===== config.mk =====
export PLATFORM = sky130hd
export DESIGN_NAME = multi_channel_watchdog_flat
export DESIGN_NICKNAME = d
export VERILOG_FILES = /design/src/rtl/multi_channel_watchdog_if.sv /design/src/rtl/multi_channel_watchdog.sv /design/src/flat_wrapper.sv
export SDC_FILE = /design/constraint.sdc
export NUM_CORES = 1
export LEC_CHECK = 0
export CELL_PAD_IN_SITES_DETAIL_PLACEMENT = 0
export CELL_PAD_IN_SITES_GLOBAL_PLACEMENT = 1
export CORE_MARGIN = 5
export CORE_UTILIZATION = 35
export DETAILED_ROUTE_END_ITERATION = 7
export GPL_ROUTABILITY_DRIVEN = 0
export MAX_ROUTING_LAYER = met4
export PLACE_DENSITY_LB_ADDON = 0.1
export SETUP_SLACK_MARGIN = 0.5
export SLEW_MARGIN = 15
export SYNTH_ARGS = -nofsm -noshare
export SYNTH_HDL_FRONTEND = slang
export SYNTH_SLANG_ARGS = --single-unit
export TNS_END_PERCENT = 30

===== constraint.sdc =====
create_clock -name clk -period 5.8 [get_ports clk]
set_clock_uncertainty 0.2 [all_clocks]
set_input_delay 1.16 -clock clk [delete_from_list [all_inputs] [get_ports clk]]
set_output_delay 1.16 -clock clk [all_outputs]
set_load 0.05 [all_outputs]

===== src/rtl/multi_channel_watchdog_if.sv =====
// rtl/multi_channel_watchdog_if.sv - host-side heartbeat/control and reset outputs of the multi-channel watchdog
interface multi_channel_watchdog_if #(
  parameter int NUM_CH = 2
);
  logic [NUM_CH-1:0] i_enable;
  logic [NUM_CH-1:0] i_kick;
  logic              i_fault_clear;
  logic [NUM_CH-1:0] o_ch_reset;
  logic [NUM_CH-1:0] o_expire;
  logic [NUM_CH-1:0] o_fault;
  logic              o_sys_reset;

  modport master (
    output i_enable, i_kick, i_fault_clear,
    input  o_ch_reset, o_expire, o_fault, o_sys_reset
  );

  modport slave (
    input  i_enable, i_kick, i_fault_clear,
    output o_ch_reset, o_expire, o_fault, o_sys_reset
  );
endinterface


===== src/rtl/multi_channel_watchdog.sv =====
// rtl/multi_channel_watchdog.sv - per-channel heartbeat watchdog; WDT_ESCALATION_EN adds strikes, FAULT and o_sys_reset
module multi_channel_watchdog #(
  parameter int NUM_CH       = 2,
  parameter int CNT_W        = 32,
  parameter int TIMEOUT      = 50_000_000,
  parameter int RESET_CYCLES = 10000,
  parameter int MAX_STRIKES  = 3
) (
  input  logic                     clk,
  input  logic                     rst,
  multi_channel_watchdog_if.slave  bus
);

  typedef enum logic [1:0] {
    ST_IDLE   = 2'd0,
    ST_ARMED  = 2'd1,
    ST_REVIVE = 2'd2,
    ST_FAULT  = 2'd3
  } state_e;

  // Shared counter: timeout progress in ARMED, revive pulse width in REVIVE.
  localparam logic [CNT_W-1:0] TO_LAST = CNT_W'(TIMEOUT - 1);
  localparam logic [CNT_W-1:0] RV_LAST = CNT_W'(RESET_CYCLES - 1);

  state_e            state_q [NUM_CH];
  state_e            state_d [NUM_CH];
  logic [CNT_W-1:0]  cnt_q   [NUM_CH];
  logic [CNT_W-1:0]  cnt_d   [NUM_CH];
  logic [NUM_CH-1:0] ch_reset_q, ch_reset_d;
  logic [NUM_CH-1:0] expire_q, expire_d;

`ifdef WDT_ESCALATION_EN
  localparam int             STR_W   = (MAX_STRIKES < 2) ? 1 : $clog2(MAX_STRIKES + 1);
  localparam logic [STR_W-1:0] STR_MAX = STR_W'(MAX_STRIKES);

  logic [STR_W-1:0]  strikes_q [NUM_CH];
  logic [STR_W-1:0]  strikes_d [NUM_CH];
  logic [NUM_CH-1:0] fault_q, fault_d;
  logic              sys_reset_q, sys_reset_d;
`endif

  // Next-state, counter and output computation for every channel independently.
  always_comb begin
    ch_reset_d = '0;
    expire_d   = '0;
`ifdef WDT_ESCALATION_EN
    fault_d     = '0;
    sys_reset_d = |fault_q;
`endif
    for (int c = 0; c < NUM_CH; c++) begin
      state_d[c] = state_q[c];
      cnt_d[c]   = cnt_q[c];
`ifdef WDT_ESCALATION_EN
      strikes_d[c] = strikes_q[c];
`endif
      if (!bus.i_enable[c]) begin
        state_d[c] = ST_IDLE;
        cnt_d[c]   = '0;
`ifdef WDT_ESCALATION_EN
        strikes_d[c] = '0;
`endif
      end else begin
        case (state_q[c])
          ST_IDLE: begin
            state_d[c] = ST_ARMED;
            cnt_d[c]   = '0;
          end
          ST_ARMED: begin
`ifdef WDT_ESCALATION_EN
            if (bus.i_fault_clear) strikes_d[c] = '0;
`endif
            if (bus.i_kick[c]) begin
              cnt_d[c] = '0;
`ifdef WDT_ESCALATION_EN
              strikes_d[c] = '0;
`endif
            end else if (cnt_q[c] == TO_LAST) begin
              expire_d[c] = 1'b1;
              cnt_d[c]    = '0;
`ifdef WDT_ESCALATION_EN
              // Strikes never exceed MAX-1 while ARMED, so this is the saturating step.
              if (strikes_d[c] >= STR_MAX - STR_W'(1)) begin
                strikes_d[c] = STR_MAX;
                state_d[c]   = ST_FAULT;
              end else begin
                strikes_d[c] = strikes_d[c] + STR_W'(1);
                state_d[c]   = ST_REVIVE;
              end
`else
              state_d[c] = ST_REVIVE;
`endif
            end else begin
              cnt_d[c] = cnt_q[c] + CNT_W'(1);
            end
          end
          ST_REVIVE: begin
`ifdef WDT_ESCALATION_EN
            if (bus.i_fault_clear) strikes_d[c] = '0;
`endif
            if (cnt_q[c] == RV_LAST) begin
              state_d[c] = ST_ARMED;
              cnt_d[c]   = '0;
            end else begin
              cnt_d[c] = cnt_q[c] + CNT_W'(1);
            end
          end
          ST_FAULT: begin
`ifdef WDT_ESCALATION_EN
            if (bus.i_fault_clear) begin
              state_d[c]   = ST_IDLE;
              cnt_d[c]     = '0;
              strikes_d[c] = '0;
            end
`else
            state_d[c] = ST_IDLE;
            cnt_d[c]   = '0;
`endif
          end
          default: begin
            state_d[c] = ST_IDLE;
            cnt_d[c]   = '0;
          end
        endcase
      end
      ch_reset_d[c] = (state_d[c] == ST_REVIVE) || (state_d[c] == ST_FAULT);
`ifdef WDT_ESCALATION_EN
      fault_d[c] = (state_d[c] == ST_FAULT);
`endif
    end
  end

  // State, counters and registered outputs; rst clears everything on the next edge.
  always_ff @(posedge clk) begin
    if (rst) begin
      for (int c = 0; c < NUM_CH; c++) begin
        state_q[c] <= ST_IDLE;
        cnt_q[c]   <= '0;
`ifdef WDT_ESCALATION_EN
        strikes_q[c] <= '0;
`endif
      end
      ch_reset_q <= '0;
      expire_q   <= '0;
`ifdef WDT_ESCALATION_EN
      fault_q     <= '0;
      sys_reset_q <= 1'b0;
`endif
    end else begin
      for (int c = 0; c < NUM_CH; c++) begin
        state_q[c] <= state_d[c];
        cnt_q[c]   <= cnt_d[c];
`ifdef WDT_ESCALATION_EN
        strikes_q[c] <= strikes_d[c];
`endif
      end
      ch_reset_q <= ch_reset_d;
      expire_q   <= expire_d;
`ifdef WDT_ESCALATION_EN
      fault_q     <= fault_d;
      sys_reset_q <= sys_reset_d;
`endif
    end
  end

  assign bus.o_ch_reset = ch_reset_q;
  assign bus.o_expire   = expire_q;
`ifdef WDT_ESCALATION_EN
  assign bus.o_fault     = fault_q;
  assign bus.o_sys_reset = sys_reset_q;
`else
  assign bus.o_fault     = '0;
  assign bus.o_sys_reset = 1'b0;
`endif

endmodule

===== src/flat_wrapper.sv =====
// flat-port wrapper written by rule: the top's interface ports become plain ports
module multi_channel_watchdog_flat 
#(
  parameter int NUM_CH       = 2,
  parameter int CNT_W        = 32,
  parameter int TIMEOUT      = 50_000_000,
  parameter int RESET_CYCLES = 10000,
  parameter int MAX_STRIKES  = 3
)
  (clk, rst, bus_i_enable, bus_i_kick, bus_i_fault_clear, bus_o_ch_reset, bus_o_expire, bus_o_fault, bus_o_sys_reset);
  multi_channel_watchdog_if #(.NUM_CH(NUM_CH)) bus_i ();
  input  logic clk;
  input  logic rst;
  input wire logic [$bits(bus_i.i_enable)-1:0] bus_i_enable;
  input wire logic [$bits(bus_i.i_kick)-1:0] bus_i_kick;
  input wire logic [$bits(bus_i.i_fault_clear)-1:0] bus_i_fault_clear;
  output wire logic [$bits(bus_i.o_ch_reset)-1:0] bus_o_ch_reset;
  output wire logic [$bits(bus_i.o_expire)-1:0] bus_o_expire;
  output wire logic [$bits(bus_i.o_fault)-1:0] bus_o_fault;
  output wire logic [$bits(bus_i.o_sys_reset)-1:0] bus_o_sys_reset;
  assign bus_i.i_enable = bus_i_enable;
  assign bus_i.i_kick = bus_i_kick;
  assign bus_i.i_fault_clear = bus_i_fault_clear;
  assign bus_o_ch_reset = bus_i.o_ch_reset;
  assign bus_o_expire = bus_i.o_expire;
  assign bus_o_fault = bus_i.o_fault;
  assign bus_o_sys_reset = bus_i.o_sys_reset;
  multi_channel_watchdog #(.NUM_CH(NUM_CH), .CNT_W(CNT_W), .TIMEOUT(TIMEOUT), .RESET_CYCLES(RESET_CYCLES), .MAX_STRIKES(MAX_STRIKES)) u_core (.clk(clk), .rst(rst), .bus(bus_i));
endmodule

==> run summary <==
Gates resized during post-CTS repair numbered 0. Summed over all nets, the half-perimeter wirelength after detailed placement is 4764 um. The synthesized netlist contains 35 unique library cells. The tools report the count of buffers added by post-CTS timing repair for setup as 0. The tools report the sum of negative setup slack as 0 ps. The tools report the startpoint of the worst register-to-register path as u_core.cnt_q[0][22]. STA classifies the critical path endpoint as a register. In the final design database the tool counted 395 nets.

Setup violations remaining at the end of the flow were counted as 0. In this run the count of I/O pins placed on the die edge is 14. After global routing the overflow that remains totals 0. For the worst setup path, the data required time is 5790 ps. The run gives 9196 sq um as the placeable core region. The floorplan step set the die height to 106.9 um.

The clock period could shrink to 2937 ps. Sequential cell area fraction in the yosys report: 43.82%. After detailed routing, the number of remaining DRC violations is 0. For the starting density of the core, the log shows 35.77%. Buffer type at the clock tree root: sky130_fd_sc_hd__clkbuf_8.

The worst pin sits at a relative slew slack of 43.52%. The switching power was 0.1966 mW. Including well taps, the total number of placed cells is 486.

In this run the worst path has a maximum fanout of 32. In this run switching power makes up 19.56% of total power. The tools report the power consumption as 1.005 mW. After synthesis, the share of flip-flops with an asynchronous set or reset is 0%.

Yosys mapped a number of flops with a built-in enable equal to 0. A synthesized cell averages 8.725 sq um. The critical path class was register to register. The combinational group share of total power is 1.4%. Across the run, the number of max-cap violations was 0.

Number of levels the H-tree was split into: 3. The number of hold-slack violations in the final timing report was 0; the number of warning messages in the yosys log was 0. Setup repair after global routing left no endpoint under its margin. The cell depth of the worst flop-to-flop path works out to 5.

Counting every sink on the clock net gives 72. The peak supply drop is 0.1048 mV. After detailed routing, the average wire length per cell comes to 13.61 um. The logs give 0 for the number of max-slew violations in the final report and 340.5 MHz for the highest clock rate. The floorplan step set the die width to 106.9 um. Using the TritonRoute via totals, the vias-per-cell ratio works out to 5.006. For this run, the total global-route usage over all layers was measured as 13.33%. The number of diodes added for antenna fixing was 0. The clock network is responsible for 49.3% of the overall power. At the pin with the least slew margin, the transition time is 844.3 ps. The tools report the internal power as 0.8084 mW. The cell count after synthesis came out at 377.

The worst min-delay path class is register to register. By area the synthesized netlist is led by sky130_fd_sc_hd__dfxtp_1, sky130_fd_sc_hd__nor2_1, sky130_fd_sc_hd__xnor2_1. The critical path data arrival time came out at 2930 ps. Tracing the worst setup path back leads to its startpoint at u_core.cnt_q[0][22].

The number of antenna violations at the first check in global routing came out at 0. After detailed routing, the total wire length is 6832 um. The startpoint identified for the worst hold timing path is u_core.cnt_q[0][0].

The number of synthesized register bits came out at 72. The worst setup path is launched from a register. The number of hold buffers added after cts came out at 0. Sequential cells account for 49.3% of the total power. The tools report the remaining antenna violation count as 0. The synthesized design spends more area on one cell type than any other, namely sky130_fd_sc_hd__dfxtp_1.

For the worst-skew pair, the clock arrives at the later sink with an insertion delay of 340 ps. TritonCTS built the clock tree. The most frequent cell after synthesis was sky130_fd_sc_hd__nor2_1.

The floorplan step defined a die boundary enclosing 11440 sq um. Counting instances in the post-synthesis netlist gives the leading cell types as sky130_fd_sc_hd__nor2_1, sky130_fd_sc_hd__dfxtp_1, sky130_fd_sc_hd__nand3_1, sky130_fd_sc_hd__xnor2_1, sky130_fd_sc_hd__xor2_1. Once placement finished, the instance area stood at 3451 sq um. Of the post-synthesis cell area, the dominant cell type holds 43.82%.

The area growth from synthesis to layout was 12.63%; the post-route cell area was 3705 sq um. The count of TritonRoute iterations in the first routing pass came out at 4. The buffer levels on the longest clock path was 2; the cell area after synthesis was 3289 sq um.

After layout, the worst path uses 50.63% of the clock period. The worst hold path depth is 1. The flow ran to the end, and the final reports show no timing, DRC or antenna violations. For this block, the initial DRC count from the detailed router was 78.

The detailed router placed 2513 vias in this run. The cell area power density was 271.3 nW/um^2. The fraction of final layout cells sized beyond drive strength 1 was 5.882%. Input and output buffers added on the ports amount to 9. Clock-pin slew was measured on the worst setup and hold paths at 70 ps. After the flow finishes, the layout carries non-filler instances totaling 502.

The number of global-route vias before repair is 2374, and the number of standard-cell rows in the floorplan is 35. The flip-flop cell with the highest count after synthesis is sky130_fd_sc_hd__dfxtp_1. The analysis attributes to cell leakage a power of 1.150 nW. In this run, CTS created clock tree buffers numbering 9.

The pin count of the biggest net entering global routing came out at 33. The first global-routing pass estimated 11900 um of wire.
[area by class of cell]
type	count	area, sq um
Clock buffer	11	151.4
Inverter	5	18.77
Timing Repair Buffer	11	105.1
Clock inverter	5	102.6
Multi-Input combinational cell	287	1747
Sequential cell	72	1441
Fill cell	944	5492
Tap cell	111	138.9
[worst paths after layout]
check,endpoint,slack [ps]
worst max-delay path,u_core.cnt_q[0][19],2860
worst min-delay path,u_core.cnt_q[0][0],260
worst max register to register,u_core.cnt_q[0][19],2860
worst min register to register,u_core.cnt_q[0][0],260
[routing by layer]
metal,wire [um],vias up,part of all wire (%),GRT usage [%]
met4,113,0,1.7,4.932
met3,207,9,3.0,3.191
met1,3775,1142,55,19.28
met2,2735,31,40,17.85
met5,0,-,0,-
li1,-,1331,-,-
[power groups by stage]
stage               logic [mW]  registers (mW)  clock network (mW)
floorplan               0.0115           0.507                   0
global placement        0.0142           0.507                   0
detailed placement      0.0142           0.507                   0
CTS                     0.0142           0.496               0.514
global route            0.0154           0.496               0.533
finish                  0.0141           0.496               0.495
[metrics by stage]
| step | hold slack (ps) | setup slack, ps | utilization [%] |
|---|---|---|---|
| final | 261.1 | 2863 | 40.29 |
| after global routing | 294.5 | 2688 | 40.29 |
| after CTS | 268.3 | 2806 | 40.29 |
| after detailed placement | 254.7 | 2657 | 37.52 |
| after global placement | 247.1 | 2661 | 37.52 |
| after floorplan | 229.5 | 3387 | - |
[layout by cell type, fill, tap and decap left out, types with 2 or more instances in the layout]
master                            instances
sky130_fd_sc_hd__nor4b_1                  2
sky130_fd_sc_hd__a21o_1                   2
sky130_fd_sc_hd__buf_4                    2
sky130_fd_sc_hd__nand3b_1                 2
sky130_fd_sc_hd__clkbuf_8                11
sky130_fd_sc_hd__xnor2_1                 31
sky130_fd_sc_hd__nor3_1                  13
sky130_fd_sc_hd__xor2_1                  29
sky130_fd_sc_hd__nand2_1                 13
sky130_fd_sc_hd__and3b_1                  2
sky130_fd_sc_hd__or2_2                    3
sky130_fd_sc_hd__bufinv_16                3
sky130_fd_sc_hd__nor4_1                  22
sky130_fd_sc_hd__or4_1                    3
sky130_fd_sc_hd__and2_1                   3
sky130_fd_sc_hd__inv_1                    5
sky130_fd_sc_hd__a21oi_1                  2
sky130_fd_sc_hd__clkdlybuf4s50_1          9
sky130_fd_sc_hd__nand4_1                 19
sky130_fd_sc_hd__nor2_1                  73
sky130_fd_sc_hd__nand3_1                 32
sky130_fd_sc_hd__nand2b_1                 2
sky130_fd_sc_hd__and3_1                  12
sky130_fd_sc_hd__and4_1                   5
sky130_fd_sc_hd__ha_1                     2
sky130_fd_sc_hd__or3_1                    2
sky130_fd_sc_hd__dfxtp_1                 72
sky130_fd_sc_hd__nor2b_1                  3
sky130_fd_sc_hd__conb_1                   3
[sequential cells by signal, indices dropped and copies added, names as in the netlist]
signal                 flops
u_core.cnt_q              64
u_core.state_q             4
u_core.bus.o_ch_reset      2
u_core.bus.o_expire        2
[worst max-delay path, stage by stage (launching register included)]
cell	delay, ps
sky130_fd_sc_hd__dfxtp_1	350
sky130_fd_sc_hd__or4_1	520
sky130_fd_sc_hd__or4_1	580
sky130_fd_sc_hd__o31a_1	350
sky130_fd_sc_hd__a2bb2oi_4	680
sky130_fd_sc_hd__nor2_1	120
[logic make-up after synthesis]
kind of cell	synth area share [%]
other	0.1140
xor gates and xnor gates	15.98
AOI/OAI and AO/OA	2.967
and+or+nand+nor	33.05
adders and majority gates	0.7606
DFF	43.82
buffers and inverters	3.309
(Power assumes the default switching activity.)
==> edit, RTL diff (config.mk and constraints unchanged) <==
The option `WDT_ESCALATION_EN` is turned on by a define.
--- a/src/rtl/multi_channel_watchdog.sv
+++ b/src/rtl/multi_channel_watchdog.sv
@@ -1,2 +1,4 @@
 // rtl/multi_channel_watchdog.sv - per-channel heartbeat watchdog; WDT_ESCALATION_EN adds strikes, FAULT and o_sys_reset
+`define WDT_ESCALATION_EN
+
 module multi_channel_watchdog #(
Formal check against the unedited RTL: same outputs for any inputs over 4 cycles, from zero or initial values and one cycle with rst high; that may be too few to reach the edited logic, so the function may still have changed.
==> edit against the unedited design <==
- setup slack worse by 0.60 ns
- routed wire length is 81% higher
- sequential share of layout area is 7.4 points lower
- first-iteration DRC count rose to 3.5 times the old value
- area after synthesis rose by 36%
- total power is 16% higher
- count of clock-buffer cells in the layout up 2
- sequential cell count increased by 7
- largest cell class unchanged
- final area increased by 36%
==> edit: results (changes against the unedited design) <==
** GRT
- GR Util All Layers :: 0.180 (was 0.133)
- Global-route wire length before repair :: 20.9 mm (was 11.9 mm)
- Maximum number of pins on one net before global-route repair :: 23 (was 33)
- Antenna violations before repair :: 0 (unchanged)
- Number of global-route vias before repair :: 4071 (was 2374)

** Place
- The port buffer count came to 13 (was 9).
- Setup Slack @ Placement :: 1.88 ns (was 2.66 ns)
- The placed instance area was 0.00471 mm2 (was 0.00345 mm2).
- Detailed placement HPWL :: 8.77 mm (was 4.76 mm)
- The number of instances in the placed design came to 736 (was 486).

** Logic synthesis
- Distinct cell type count of the synthesized netlist :: 57 (was 35)
- Largest cells by area after synthesis: sky130_fd_sc_hd__dfxtp_1, sky130_fd_sc_hd__nand3_1, sky130_fd_sc_hd__nand2_1, sky130_fd_sc_hd__nor2_1, sky130_fd_sc_hd__or3_1 (was sky130_fd_sc_hd__dfxtp_1, sky130_fd_sc_hd__nor2_1, sky130_fd_sc_hd__xnor2_1, sky130_fd_sc_hd__xor2_1, sky130_fd_sc_hd__nand3_1).
- Most numerous cell types in the synthesized netlist :: sky130_fd_sc_hd__dfxtp_1, sky130_fd_sc_hd__nand3_1, sky130_fd_sc_hd__nand2_1 (was sky130_fd_sc_hd__nor2_1, sky130_fd_sc_hd__dfxtp_1, sky130_fd_sc_hd__nand3_1)
- The portion of synthesized cell area occupied by the leading cell type is 0.355 (was 0.438).
- Synth Instances :: 576 (was 377)
- Sequential fraction of the synthesis area :: 0.355 (was 0.438)

** Layout
- Fraction of layout cells with a size suffix above 1 :: 0.0534 (was 0.0588)
- Number of diodes added for antenna fixing :: 0 (unchanged)
- The final layout net count came to 592 (was 395).
- Layout fillers :: 1320 (was 944)
- Largest registers: u_core.cnt_q (64), u_core.state_q (4), u_core.strikes_q (4) (was u_core.cnt_q (64), u_core.state_q (4)).
- The total area of multi-input combinational cells was 0.00270 mm2 (was 0.00175 mm2).

** Routing
- The detailed-route DRC error count is 0 (unchanged).
- Average wire per standard cell :: 16.5 um (was 13.6 um)
- The initial detailed-routing violation count is 273 (was 78).
- Via count :: 4230 (was 2513)
- DR pass1 iterations :: 4 (unchanged)
- The mean number of vias per cell is 5.63 (was 5.01).

** Timing
- The worst max-slew margin expressed relative to the limit was 0.316 (was 0.435).
- The max-slew violation count is 0 (unchanged).

** Outcome
- Run status: completed (unchanged).

** Power and ir drop
- Worst vdd rail ir drop :: 0.123 mV (was 0.105 mV)
- The internal cell power is 0.921 mW (was 0.808 mW).
- Leakage power :: 1.67 nW (was 1.15 nW)

** Clocking
- The master cell of the clock root buffer is sky130_fd_sc_hd__clkbuf_16 (was sky130_fd_sc_hd__clkbuf_8).
- The count of cells resized by post-cts repair came to 0 (unchanged).
- The maximum buffer depth of the clock tree was 2 (unchanged).

** Critical path
- CP Max Fanout :: 15 (was 32)
- WP data arrival :: 3.53 ns (was 2.93 ns)
-- edit: cell count changes in the layout (fill, tap and decap cells not counted), sizes merged, moves of 11 or more --
cell / before / now
nand2: 13 / 77
nand3: 32 / 78
nor2: 73 / 45
xnor2: 31 / 7
or3: 2 / 23
a21oi: 2 / 20
xor2: 29 / 11
or4: 3 / 15
inv: 5 / 16
-- edit: final timing paths --
check / startpoint / to / slack (ns) / depth (start not counted)
worst min register to register: u_core.bus.o_fault[0]$_SDFF_PP0_ / u_core.bus.o_sys_reset$_SDFF_PP0_ / 0.27 / 2
worst max-delay path: bus_i_fault_clear / u_core.cnt_q[0][17]$_SDFFE_PP0P_ / 2.26 / 7
worst min-delay path: u_core.bus.o_fault[0]$_SDFF_PP0_ / u_core.bus.o_sys_reset$_SDFF_PP0_ / 0.27 / 2
worst max register to register: u_core.cnt_q[0][25]$_SDFFE_PP0P_ / u_core.cnt_q[0][17]$_SDFFE_PP0P_ / 2.47 / 6
-- edit: cell type report --
class / instances / share of cell area
multi-input cells: 452 / 0.537
clock inverters: 3 / 0.00797
clock buffers: 13 / 0.0538
repair buffers: 17 / 0.0319
inverters: 16 / 0.0120
flip-flops and latches: 79 / 0.315
well taps: 172 / 0.0428
-- edit: cell families after synthesis --
group	Yosys count	synth area share
AOI/OAI and AO/OA	72	0.115
xor gates and xnor gates	18	0.0354
adders and majority gates	10	0.0281
buffers and inverters	45	0.0415
DFF	79	0.355
muxes	7	0.0163
and+or+nand+nor	345	0.409
-- edit: power by group through the flow --
| stage | Clock [mW] | Combinational [mW] | Sequential, mW |
|---|---|---|---|
| after floorplan | 0 | 0.0175 | 0.556 |
| after global placement | 0 | 0.0286 | 0.556 |
| after detailed placement | 0 | 0.0289 | 0.556 |
| after CTS | 0.613 | 0.0289 | 0.544 |
| after global routing | 0.632 | 0.0321 | 0.544 |
| final | 0.593 | 0.0286 | 0.544 |
-- edit: worst max-delay path: stages --
cell,delay (ns)
sky130_fd_sc_hd__clkdlybuf4s50_1,0.63
sky130_fd_sc_hd__nor2b_1,0.29
sky130_fd_sc_hd__nor2_1,0.51
sky130_fd_sc_hd__nor4b_1,0.57
sky130_fd_sc_hd__nand3_1,0.17
sky130_fd_sc_hd__xnor2_1,0.15
sky130_fd_sc_hd__nor2_1,0.05
-- edit: routing by layer --
layer  global-route usage  part of all wire
met5                    -                 0
met4               0.0539             0.014
met2                0.298              0.50
met1                0.217              0.46
met3               0.0438             0.035
